--- config.mk ---
export PLATFORM = sky130hd
export DESIGN_NAME = fifo_stream_reader
export DESIGN_NICKNAME = d
export VERILOG_FILES = /design/src/rtl/fifo_stream_reader.sv
export SDC_FILE = /design/constraint.sdc
export NUM_CORES = 1
export LEC_CHECK = 0
export ABC_AREA = 1
export BUFFER_PORTS_ARGS = -buffer_cell sky130_fd_sc_hd__clkbuf_2
export CAP_MARGIN = 25
export CORE_ASPECT_RATIO = 0.75
export CORE_MARGIN = 10
export CORE_UTILIZATION = 49
export CTS_CLUSTER_SIZE = 12
export DETAILED_ROUTE_END_ITERATION = 8
export GPL_TIMING_DRIVEN = 0
export PLACE_DENSITY_LB_ADDON = 0.2
export SETUP_SLACK_MARGIN = 0.1
export SLEW_MARGIN = 30
export SYNTH_ARGS = -nofsm -noshare
export SYNTH_HDL_FRONTEND = slang
export SYNTH_SLANG_ARGS = --single-unit
--- constraint.sdc ---
create_clock -name clk -period 3.7 [get_ports clk]
set_input_delay 0.74 -clock clk [delete_from_list [all_inputs] [get_ports clk]]
set_output_delay 0.74 -clock clk [all_outputs]
set_load 0.02 [all_outputs]
--- src/rtl/fifo_stream_reader.sv ---
// Read-side consumer for a synchronous FIFO: issues rd_en, lands read data into a
// 2-entry skid buffer and presents it as a valid/ready stream with a beat counter.
module fifo_stream_reader #(
   parameter int FIFO_WIDTH = 16,
   parameter int CNT_WIDTH  = 16
) (
   input  logic                  clk,
   input  logic                  rst_n,
   input  logic                  enable,
   input  logic                  fifo_empty,
   input  logic                  fifo_underflow,
   input  logic [FIFO_WIDTH-1:0] fifo_data_out,
   output logic                  fifo_rd_en,
   output logic [FIFO_WIDTH-1:0] m_data,
   output logic                  m_valid,
   input  logic                  m_ready,
   output logic [CNT_WIDTH-1:0]  rd_count,
   output logic                  underflow_seen,
   output logic                  busy
);

   typedef enum logic [1:0] {
      IDLE,
      RUN,
      DRAIN
   } state_t;

   state_t                state, state_n;
   logic [1:0]            occ, occ_n;
   logic                  inflight;
   logic [FIFO_WIDTH-1:0] entry0, entry1, entry0_n, entry1_n;
   logic                  pop, push, discard, room;

   assign m_valid = (occ != 2'd0);
   assign m_data  = entry0;
   assign pop     = m_valid && m_ready;
   assign push    = inflight && !fifo_underflow;
   assign discard = inflight && fifo_underflow;
   assign busy    = m_valid || inflight;

   // A pop this cycle frees a slot, so m_ready feeds rd_en for back-to-back streaming.
   assign room       = ({1'b0, occ} + {2'b00, inflight}) < (3'd2 + {2'b00, pop});
   assign fifo_rd_en = rst_n && (state == RUN) && !fifo_empty && room;

   // NOTE: combinational blocks use blocking '=' and assign every output a default
   // first, so each path is fully specified and no latch is inferred.
   always_comb begin
      entry0_n = entry0;
      entry1_n = entry1;
      occ_n    = occ;
      if (pop) begin
         entry0_n = entry1;
         occ_n    = occ - 2'd1;
      end
      if (push) begin
         if (occ_n == 2'd0) entry0_n = fifo_data_out;
         else               entry1_n = fifo_data_out;
         occ_n = occ_n + 2'd1;
      end
   end

   always_comb begin
      state_n = state;
      case (state)
         IDLE:  if (enable) state_n = RUN;
         RUN:   if (!enable) state_n = (m_valid || inflight) ? DRAIN : IDLE;
         DRAIN: begin
            // No read is issued in DRAIN, so nothing new is in flight next cycle.
            if (enable)              state_n = RUN;
            else if (occ_n == 2'd0)  state_n = IDLE;
         end
         default: state_n = IDLE;
      endcase
   end

   // NOTE: sequential state uses non-blocking '<=' so all registers update together
   // at the clock edge regardless of statement order.
   always_ff @(posedge clk or negedge rst_n) begin
      if (!rst_n) begin
         state          <= IDLE;
         occ            <= 2'd0;
         inflight       <= 1'b0;
         // NOTE: the buffer entries are reset because entry0 drives m_data, which
         // must read zero out of reset; the two entries cost little to clear.
         entry0         <= '0;
         entry1         <= '0;
         rd_count       <= '0;
         underflow_seen <= 1'b0;
      end else begin
         state    <= state_n;
         occ      <= occ_n;
         inflight <= fifo_rd_en;
         entry0   <= entry0_n;
         entry1   <= entry1_n;
         if (pop)     rd_count <= rd_count + {{(CNT_WIDTH-1){1'b0}}, 1'b1};
         if (discard) underflow_seen <= 1'b1;
      end
   end

endmodule

==> impl_metrics.env, run 1 <==
export IMPL_status="finished clean"
export IMPL_cts_buffers=5
export IMPL_synth_compound_area_share_pct=11.8
export IMPL_tns_ns=0
export IMPL_crit_arrival_ns=2.20
export IMPL_critical_path_top_delay_family="buffers and inverters"
export IMPL_syn_inst=301
export IMPL_slew_headroom_pct=50.8
export IMPL_start_util_pct=51.9
export IMPL_synthAdderAreaFrac_pct=2.39
export IMPL_synth_top_cell_by_area="dfrtp_1"
export IMPL_hold_buffers=0
export IMPL_clk_latency_ns=0.30
export IMPL_powerDensity_mw_per_mm2=704
export IMPL_cpPeakStageDelay_ns=0.39
export IMPL_slowest_stage="dfrtp_1"
export IMPL_grt_max_degree=56
export IMPL_ys_warn_count=0
export IMPL_path_class="register to output pin"
export IMPL_synth_cell_type_count=29
export IMPL_io_pins=58
export IMPL_syn_area_mm2=0.00262
export IMPL_synth_simple_area_share_pct=21.7
export IMPL_r2r_slack_ns=1.42
export IMPL_min_period_ns=2.94
export IMPL_clk_pin_slew_ns=0.09
export IMPL_synth_top_family_by_area="simple AND/OR/NAND/NOR gates"
export IMPL_drc=0
export IMPL_holdCritPathClass="register to register"
export IMPL_cts_sinks=54
export IMPL_antenna_found_initial=0
export IMPL_ys_ff_latch=54
export IMPL_setup_viol=0
export IMPL_maxSlewViolCount=0
export IMPL_design_die_area_mm2=0.00869
export IMPL_cp_end_kind="output pin"
export IMPL_placedCellCount=430
export IMPL_timing_final_crit_share_pct=79.5
export IMPL_drtIter0Drc=87
export IMPL_max_slew_worst_pin_slew_ns=0.738
export IMPL_critPathMaxFanout=10
export IMPL_p_leak_nw=1.65
export IMPL_cts_root_buf="clkbuf_8"
export IMPL_clock_path_buffers=2
export IMPL_globalRouteOverflowTotal=0
export IMPL_core_area_mm2=0.00504
export IMPL_final_nets=392
export IMPL_gp_congestion=0.765
export IMPL_synth_mux_area_share_pct=0
export IMPL_cts_setup_buffers=0
export IMPL_crit_chain="inv_1 -> ha_1 -> inv_2 -> nand2_1 -> buf_2 -> o21ai_1 -> inv_1 -> nor4_1 -> clkbuf_2"
export IMPL_num_vias=2096
export IMPL_synth_top_cells_by_area="dfrtp_1, nand2_1, inv_1"
export IMPL_final_antenna_net_count=0
export IMPL_yosysSeqAreaShare_pct=51.6
export IMPL_areaGrowthSynthToFinish_pct=18.5
export IMPL_cp_common_cell="inv_1"
export IMPL_fmax_ghz=0.340
export IMPL_synthXorXnorAreaFrac_pct=3.01
export IMPL_cts_tree="yes"
export IMPL_worst_hold_slack_ns=0.443
export IMPL_min_from="state[1]$_DFFE_PN0P_"
export IMPL_wl_mm=5.77
export IMPL_n_antenna_cell=0
export IMPL_timing_hold_violations_final=0
export IMPL_drt_first_pass_iters=4
export IMPL_clock_skew_ns=0.00412
export IMPL_peakVddDrop_uv=364
export IMPL_startpoint="occ[0]$_DFF_PN0_"
export IMPL_drv_cap=0
export IMPL_die_w_um=104
export IMPL_final_cell_mix="nand2_1, clkbuf_2, dfrtp_1"
export IMPL_vias_per_cell=4.79
export IMPL_syn_num_nets=328
export IMPL_crit_buf_inv=5
export IMPL_hpwl_mm=4.37
export IMPL_layout_commonest_cell="nand2_1"
export IMPL_cts_resized=0
export IMPL_synth_top_area_share_pct=51.6
export IMPL_grt_use_total_pct=13.3
export IMPL_cts_htree_levels=2
export IMPL_port_buffers=57
export IMPL_grt_setup_unrepaired="false"
export IMPL_grt_pass1_vias=2071
export IMPL_drive_gt1_share_pct=26.5
export IMPL_stdcell_count=438
export IMPL_rows=22
export IMPL_die_h_um=83.3
export IMPL_required_ns=2.96
export IMPL_grt_pass1_wl_mm=9.87
export IMPL_r2r_start="occ[0]$_DFF_PN0_"
export IMPL_synth_avg_cell_area_um2=8.69
export IMPL_critPathLaunchType="register"
export IMPL_wl_per_cell_um=13.2
routing by layer:
metal / vias up / share of wire [%] / routed length (µm) / GRT usage (%)
met2: 52 / 45 / 2590 / 20.1
met4: 0 / 0.69 / 40 / 2.75
met3: 4 / 6.7 / 389 / 4.24
met5: - / 0 / 0 / 0
li1: 1081 / - / - / -
met1: 959 / 48 / 2760 / 18.0
cell usage after synthesis (all sizes together):
master / count
dfrtp: 54
xor2: 6
nor4: 1
and2: 1
o22ai: 6
nand3: 11
buf: 10
clkbuf: 1
or2: 1
ha: 5
inv: 41
xnor2: 3
nor3: 4
o21ai: 27
a31oi: 10
a21oi: 1
nor2: 31
nand2: 83
nand4: 4
a21o: 1
final cells by class:
| type | instances | area, µm² |
|---|---|---|
| clock inverters | 1 | 30.0 |
| clock buffers | 7 | 76.3 |
| multi-input cells | 195 | 1020 |
| inverters | 41 | 154 |
| plain buffers | 11 | 95.1 |
| well taps | 72 | 90.1 |
| repair buffers | 57 | 288 |
| fillers | 460 | 1940 |
| flip-flops and latches | 54 | 1350 |
logic make-up after synthesis:
group           count (synthesis)
flops                          54
buf+inv                        52
fa+ha+maj                       5
compound gates                 45
xor+xnor                        9
simple gates                  136
through the flow:
| step | worst slack [ns] | power (mW) | cell area, µm² | utilization (%) |
|---|---|---|---|---|
| 3_3_place_gp | 0.326 | 1.79 | 2990 | 59.4 |
| 5_1_grt | 0.531 | 2.35 | 3100 | 61.5 |
| 6_report | 0.760 | 2.18 | 3100 | 61.5 |
| 4_1_cts | 0.727 | 2.21 | 3100 | 61.5 |
| 3_5_place_dp | 0.773 | 1.82 | 2990 | 59.4 |
| 2_1_floorplan | 1.09 | 1.54 | 2620 | - |
where the power goes:
part           switching (mW)  internal (mW)  total [mW]
Clock                   0.182          0.203       0.385
Combinational           0.531          0.317       0.848
Sequential              0.147          0.804       0.951
path summary, 6_finish.rpt:
path / end / cells after the start
max: fifo_rd_en / 9
min: state[0]$_DFFE_PN0P_ / 1
max reg2reg: m_data[12]$_DFF_PN0_ / 10
min reg2reg: state[0]$_DFFE_PN0P_ / 1
max in group asynchronous: entry1[1]$_DFFE_PN0P_ / 1
min in group asynchronous: state[0]$_DFFE_PN0P_ / 1
worst reg2reg max path, stage by stage, from the launching register on:
cell      delay [ns]
dfrtp_1         0.39
inv_1           0.07
ha_1            0.25
nor2_2          0.24
nand2_1         0.10
and2_1          0.15
ha_1            0.18
nand2_1         0.14
clkbuf_1        0.44
nor2_1          0.07
a31oi_1         0.16
registers in the layout (all words and copies together) (netlist names):
register	flops
entry1	16
occ	2
m_data	16
state	2
underflow_seen	1
rd_count	16
inflight	1
No activity file was read; power rests on OpenSTA's default activity.
==> run 2, diff against run 1 <==
==> constraint.sdc (replaced) <==
create_clock -name clk -period 2.8 [get_ports clk]
set_input_delay 0.56 -clock clk [delete_from_list [all_inputs] [get_ports clk]]
set_output_delay 0.56 -clock clk [all_outputs]
set_load 0.02 [all_outputs]
==> run 2 against run 1 <==
  * Cell count up 0.23%
  * Wire length up 1.5%
  * Via count down 0.48%
  * Combinational power up 38%
  * Global-route usage up 0.13 points
  * Critical path depth unchanged
  * Critical endpoint unchanged
  * Die area unchanged
  * Worst hold slack worse by 0.11 ns
  * Design area up 1.5%
  * Non-clock buffer count up 1
  * Sequential cell count unchanged
  * Sequential power up 32%
==> impl_metrics.env, run 2 (synthesis gave the netlist of run 1 again) <==
export IMPL_status="finished clean"
export IMPL_critical_path_top_delay_family="buffers and inverters"
export IMPL_rows=22
export IMPL_final_antenna_net_count=0
export IMPL_worst_hold_slack_ns=0.336
export IMPL_setup_viol=0
export IMPL_required_ns=2.24
export IMPL_areaGrowthSynthToFinish_pct=20.3
export IMPL_cts_htree_levels=2
export IMPL_clock_path_buffers=2
export IMPL_slowest_stage="dfrtp_1"
export IMPL_cp_end_kind="output pin"
export IMPL_hpwl_mm=4.37
export IMPL_port_buffers=57
export IMPL_clk_latency_ns=0.30
export IMPL_wl_mm=5.86
export IMPL_globalRouteOverflowTotal=0
export IMPL_drv_cap=0
export IMPL_peakVddDrop_uv=495
export IMPL_cpPeakStageDelay_ns=0.40
export IMPL_stdcell_count=439
export IMPL_min_period_ns=2.54
export IMPL_grt_pass1_vias=2080
export IMPL_holdCritPathClass="input pin to asynchronous set/reset pin"
export IMPL_num_vias=2086
export IMPL_wl_per_cell_um=13.3
export IMPL_path_class="register to output pin"
export IMPL_grt_pass1_wl_mm=9.96
export IMPL_p_leak_nw=1.66
export IMPL_drt_first_pass_iters=4
export IMPL_cts_sinks=54
export IMPL_r2r_cells=10
export IMPL_crit_chain="inv_2 -> ha_4 -> inv_2 -> nand2_2 -> buf_6 -> o21ai_1 -> inv_1 -> nor4_4 -> buf_4"
export IMPL_io_pins=58
export IMPL_grt_use_total_pct=13.4
export IMPL_maxSlewViolCount=0
export IMPL_drive_gt1_share_pct=27.8
export IMPL_cts_buffers=5
export IMPL_fillers=458
export IMPL_final_nets=393
export IMPL_cts_root_buf="clkbuf_8"
export IMPL_cp_num_cells=9
export IMPL_grt_max_degree=56
export IMPL_drtIter0Drc=98
export IMPL_fin_util_pct=62.5
export IMPL_max_slew_worst_pin_slew_ns=0.720
export IMPL_vias_per_cell=4.75
export IMPL_dpl_cell_area_mm2=0.00299
export IMPL_cts_tree="yes"
export IMPL_design_area_mm2=0.00315
export IMPL_n_antenna_cell=0
export IMPL_die_w_um=104
export IMPL_hold_buffers=0
export IMPL_crit_arrival_ns=1.98
export IMPL_r2r_slack_ns=0.60
export IMPL_crit_buf_inv=5
export IMPL_final_cell_mix="nand2_1, clkbuf_2, dfrtp_1"
export IMPL_regArea_mm2=0.00135
export IMPL_timing_hold_violations_final=0
export IMPL_gp_congestion=0.765
export IMPL_placedCellCount=430
export IMPL_start_util_pct=51.9
export IMPL_powerDensity_mw_per_mm2=934
export IMPL_antenna_found_initial=0
export IMPL_core_area_mm2=0.00504
export IMPL_cp_common_cell="inv_2"
export IMPL_design_die_area_mm2=0.00869
export IMPL_drc=0
export IMPL_critPathLaunchType="register"
export IMPL_clock_skew_ns=0.00383
export IMPL_fmax_ghz=0.393
export IMPL_slew_headroom_pct=52.0
export IMPL_die_h_um=83.3
export IMPL_critPathMaxFanout=10
export IMPL_multi_input_area_mm2=0.00105
export IMPL_grt_setup_unrepaired="false"
export IMPL_layout_commonest_cell="nand2_1"
export IMPL_p_total_mw=2.94
export IMPL_clk_pin_slew_ns=0.09
export IMPL_timing_final_crit_share_pct=90.8
-- run 2: cell types whose count changed in the layout (fill, tap and decap cells not counted), sizes merged --
cell	previous run	this run
buf	10	12
clkbuf	65	64
-- run 2: metrics by stage --
step	worst slack (ns)	setup TNS (ns)
4_1_cts	0.109	0
3_5_place_dp	0.233	0
5_1_grt	0.109	0
6_report	0.257	0
2_1_floorplan	0.370	0
3_3_place_gp	-0.214	-0.214
-- run 2: final timing paths --
path	endpoint	start
setup / recovery	fifo_rd_en	occ[0]$_DFF_PN0_
hold / removal	state[1]$_DFFE_PN0P_	rst_n
setup reg to reg	m_data[12]$_DFF_PN0_	occ[0]$_DFF_PN0_
hold reg to reg	state[0]$_DFFE_PN0P_	state[1]$_DFFE_PN0P_
max in group asynchronous	rd_count[13]$_DFFE_PN0N_	rst_n
min in group clk	inflight$_DFF_PN0_	fifo_empty
-- run 2: timing repair --
item	CTS	global route
endpoints found under the setup margin	1	1
resized for setup	1	10
pin swaps	0	1
setup buffers	0	1
-- run 2: final cells by class --
type | instances | area share (%)
inverter | 41 | 4.89
buffer | 11 | 3.22
tap | 72 | 2.86
timing repair buffer | 58 | 9.46
multi-input combinational | 195 | 33.2
sequential | 54 | 42.9
clock buffer | 7 | 2.43
clock inverter | 1 | 0.954
-- run 2: worst register-to-register path: stages, from the launching register on --
cell	delay (ns)
dfrtp_1	0.40
inv_2	0.07
ha_4	0.17
nor2_2	0.23
nand2_1	0.10
and2_1	0.15
ha_1	0.18
nand2_1	0.14
clkbuf_1	0.43
nor2_1	0.07
a31oi_1	0.16
-- run 2: report_power, final --
part | leakage [nW] | internal [mW] | switching [mW]
combinational | 0.930 | 0.449 | 0.724
clock | 0.0524 | 0.268 | 0.242
sequential | 0.680 | 1.06 | 0.194
total | 1.66 | 1.78 | 1.16
-- run 2: routing by layer --
layer	global-route usage (%)	wire, µm	vias to the layer above
met5	0	0	-
met4	2.75	40	0
met3	4.24	368	4
met2	20.5	2660	46
met1	18.1	2790	952
li1	-	-	1084
==> run 3, diff against run 2 <==
--- a/config.mk
+++ b/config.mk
@@ -8,9 +8,10 @@
 export ABC_AREA = 1
 export BUFFER_PORTS_ARGS = -buffer_cell sky130_fd_sc_hd__clkbuf_2
 export CAP_MARGIN = 25
-export CORE_ASPECT_RATIO = 0.75
+export CORE_ASPECT_RATIO = 2
 export CORE_MARGIN = 10
 export CORE_UTILIZATION = 49
+export CTS_CLUSTER_DIAMETER = 30
 export CTS_CLUSTER_SIZE = 12
 export DETAILED_ROUTE_END_ITERATION = 8
 export GPL_TIMING_DRIVEN = 0
==> run 3 against run 2 <==
  * Register-to-register slack worse by 0.09 ns
  * Count of clock-buffer cells in the layout is 2 lower
  * Cell count is 3.6% lower
  * Maximum frequency is 1.1% higher
  * Clock skew is 0.00082 ns higher
  * Critical path depth stayed put
  * Critical endpoint unchanged
  * Highest routed layer unchanged
==> impl_metrics.env, run 3 (synthesis gave the netlist of run 1 again) <==
export IMPL_critPathLaunchType="register"
export IMPL_r2r_end="m_data[7]$_DFF_PN0_"
export IMPL_wl_mm=6.04
export IMPL_p_leak_nw=1.65
export IMPL_grt_pass1_vias=2235
export IMPL_gp_congestion=0.839
export IMPL_worstSetupEndpoint="fifo_rd_en"
export IMPL_clock_path_buffers=2
export IMPL_start_util_pct=50.5
export IMPL_port_buffers=57
export IMPL_net_switching_power_mw=1.14
export IMPL_clk_pin_slew_ns=0.09
export IMPL_r2r_cells=10
export IMPL_design_die_area_mm2=0.00884
export IMPL_drive_gt1_share_pct=27.1
export IMPL_antenna_found_initial=0
export IMPL_grt_use_total_pct=13.9
export IMPL_r2r_start="occ[0]$_DFF_PN0_"
export IMPL_core_area_mm2=0.00518
export IMPL_placedCellCount=416
export IMPL_grt_setup_unrepaired="false"
export IMPL_status="finished clean"
export IMPL_die_h_um=123
export IMPL_wl_per_cell_um=14.3
export IMPL_rows=37
export IMPL_timing_hold_violations_final=0
export IMPL_areaGrowthSynthToFinish_pct=17.6
export IMPL_peakVddDrop_uv=605
export IMPL_timing_final_crit_share_pct=89.9
export IMPL_holdCritPathClass="input pin to asynchronous set/reset pin"
export IMPL_drtIter0Drc=85
export IMPL_die_w_um=71.7
export IMPL_path_class="register to output pin"
export IMPL_drv_cap=0
export IMPL_n_antenna_cell=0
export IMPL_slew_headroom_pct=51.1
export IMPL_drc=0
export IMPL_grt_max_degree=56
export IMPL_final_cell_mix="nand2_1, clkbuf_2, dfrtp_1"
export IMPL_vias_per_cell=5.12
export IMPL_cts_htree_levels=2
export IMPL_powerDensity_mw_per_mm2=910
export IMPL_r2r_slack_ns=0.51
export IMPL_final_antenna_net_count=0
export IMPL_tns_ns=0
export IMPL_clock_skew_ns=0.00464
export IMPL_design_area_mm2=0.00308
export IMPL_io_pins=58
export IMPL_p_sw_share_pct=40.8
export IMPL_cts_sinks=54
export IMPL_cts_resized=1
export IMPL_cts_setup_buffers=0
export IMPL_maxSlewViolCount=0
export IMPL_final_nets=392
export IMPL_internal_power_mw=1.66
export IMPL_drt_first_pass_iters=4
export IMPL_cts_tree="yes"
export IMPL_critPathMaxFanout=10
export IMPL_stdcell_count=423
export IMPL_comb_power_share_pct=40.2
export IMPL_cp_end_kind="output pin"
export IMPL_max_slew_worst_pin_slew_ns=0.734
export IMPL_fmax_ghz=0.397
export IMPL_grt_pass1_wl_mm=10.1
export IMPL_pwr_share_clk_pct=14.7
export IMPL_layout_commonest_cell="nand2_1"
export IMPL_crit_arrival_ns=1.96
export IMPL_cts_root_buf="clkbuf_8"
export IMPL_min_period_ns=2.52
export IMPL_hold_buffers=0
export IMPL_required_ns=2.24
export IMPL_dpl_cell_area_mm2=0.00298
export IMPL_cts_buffers=5
export IMPL_power_frac_seq_pct=45.2
export IMPL_setup_viol=0
export IMPL_hpwl_mm=4.62
export IMPL_globalRouteOverflowTotal=0
export IMPL_startpoint="occ[0]$_DFF_PN0_"
export IMPL_num_vias=2165
export IMPL_clk_latency_ns=0.30
[run 3: cell types whose count changed in the layout (fill, tap and decap cells not counted), sizes merged]
| cell | previous run | this run |
|---|---|---|
| buf | 12 | 11 |
| clkinv | 0 | 2 |
| clkbuf | 64 | 62 |
| bufinv | 1 | 0 |
[run 3: worst min-delay path by stage]
stage	start	end	slack [ns]	cells past startpoint
floorplan	rst_n	entry1[0]$_DFFE_PN0P_	0.26	0
global placement	state[1]$_DFFE_PN0P_	state[0]$_DFFE_PN0P_	0.42	1
detailed placement	state[1]$_DFFE_PN0P_	state[0]$_DFFE_PN0P_	0.43	1
CTS	rst_n	m_data[2]$_DFF_PN0_	0.37	1
global route	rst_n	state[1]$_DFFE_PN0P_	0.39	1
finish	rst_n	state[1]$_DFFE_PN0P_	0.33	1
[run 3: metrics by stage]
step | power, mW | util (%) | hold slack, ns | setup slack [ns]
floorplan | 2.03 | - | 0.264 | 0.370
global placement | 2.37 | 57.4 | 0.423 | -0.191
detailed placement | 2.41 | 57.4 | 0.435 | 0.241
CTS | 2.83 | 59.0 | 0.366 | 0.150
global route | 3.02 | 59.3 | 0.392 | 0.118
finish | 2.80 | 59.3 | 0.334 | 0.283
[run 3: routing by layer]
metal	vias to the layer above	GRT usage [%]	wire [µm]
li1	1084	-	-
met1	1018	14.4	2320
met2	59	25.8	3290
met3	4	3.69	358
met4	0	5.11	68
met5	-	0	0
[run 3: layout make-up]
type	instances	area, µm²
timing repair buffer	57	290
tap	58	72.6
buffer	11	97.6
fill	495	2110
multi-input combinational	195	1030
sequential	54	1350
clock inverter	2	10.0
clock buffer	5	68.8
inverter	41	154
[run 3: worst max-delay path, cell delays in order, from the launching register on]
cell,delay [ns]
dfrtp_1,0.39
inv_1,0.07
ha_1,0.24
inv_2,0.08
nand2_1,0.12
buf_4,0.21
o21ai_1,0.12
inv_1,0.07
nor4_4,0.16
buf_4,0.19
[run 3: power groups by stage]
stage                     clock (mW)  combinational [mW]  sequential, mW
final                          0.411                1.12            1.26
after global placement             0                1.10            1.27
after CTS                      0.425                1.14            1.27
after detailed placement           0                1.13            1.28
after global routing           0.448                1.27            1.30
after floorplan                    0               0.597            1.43
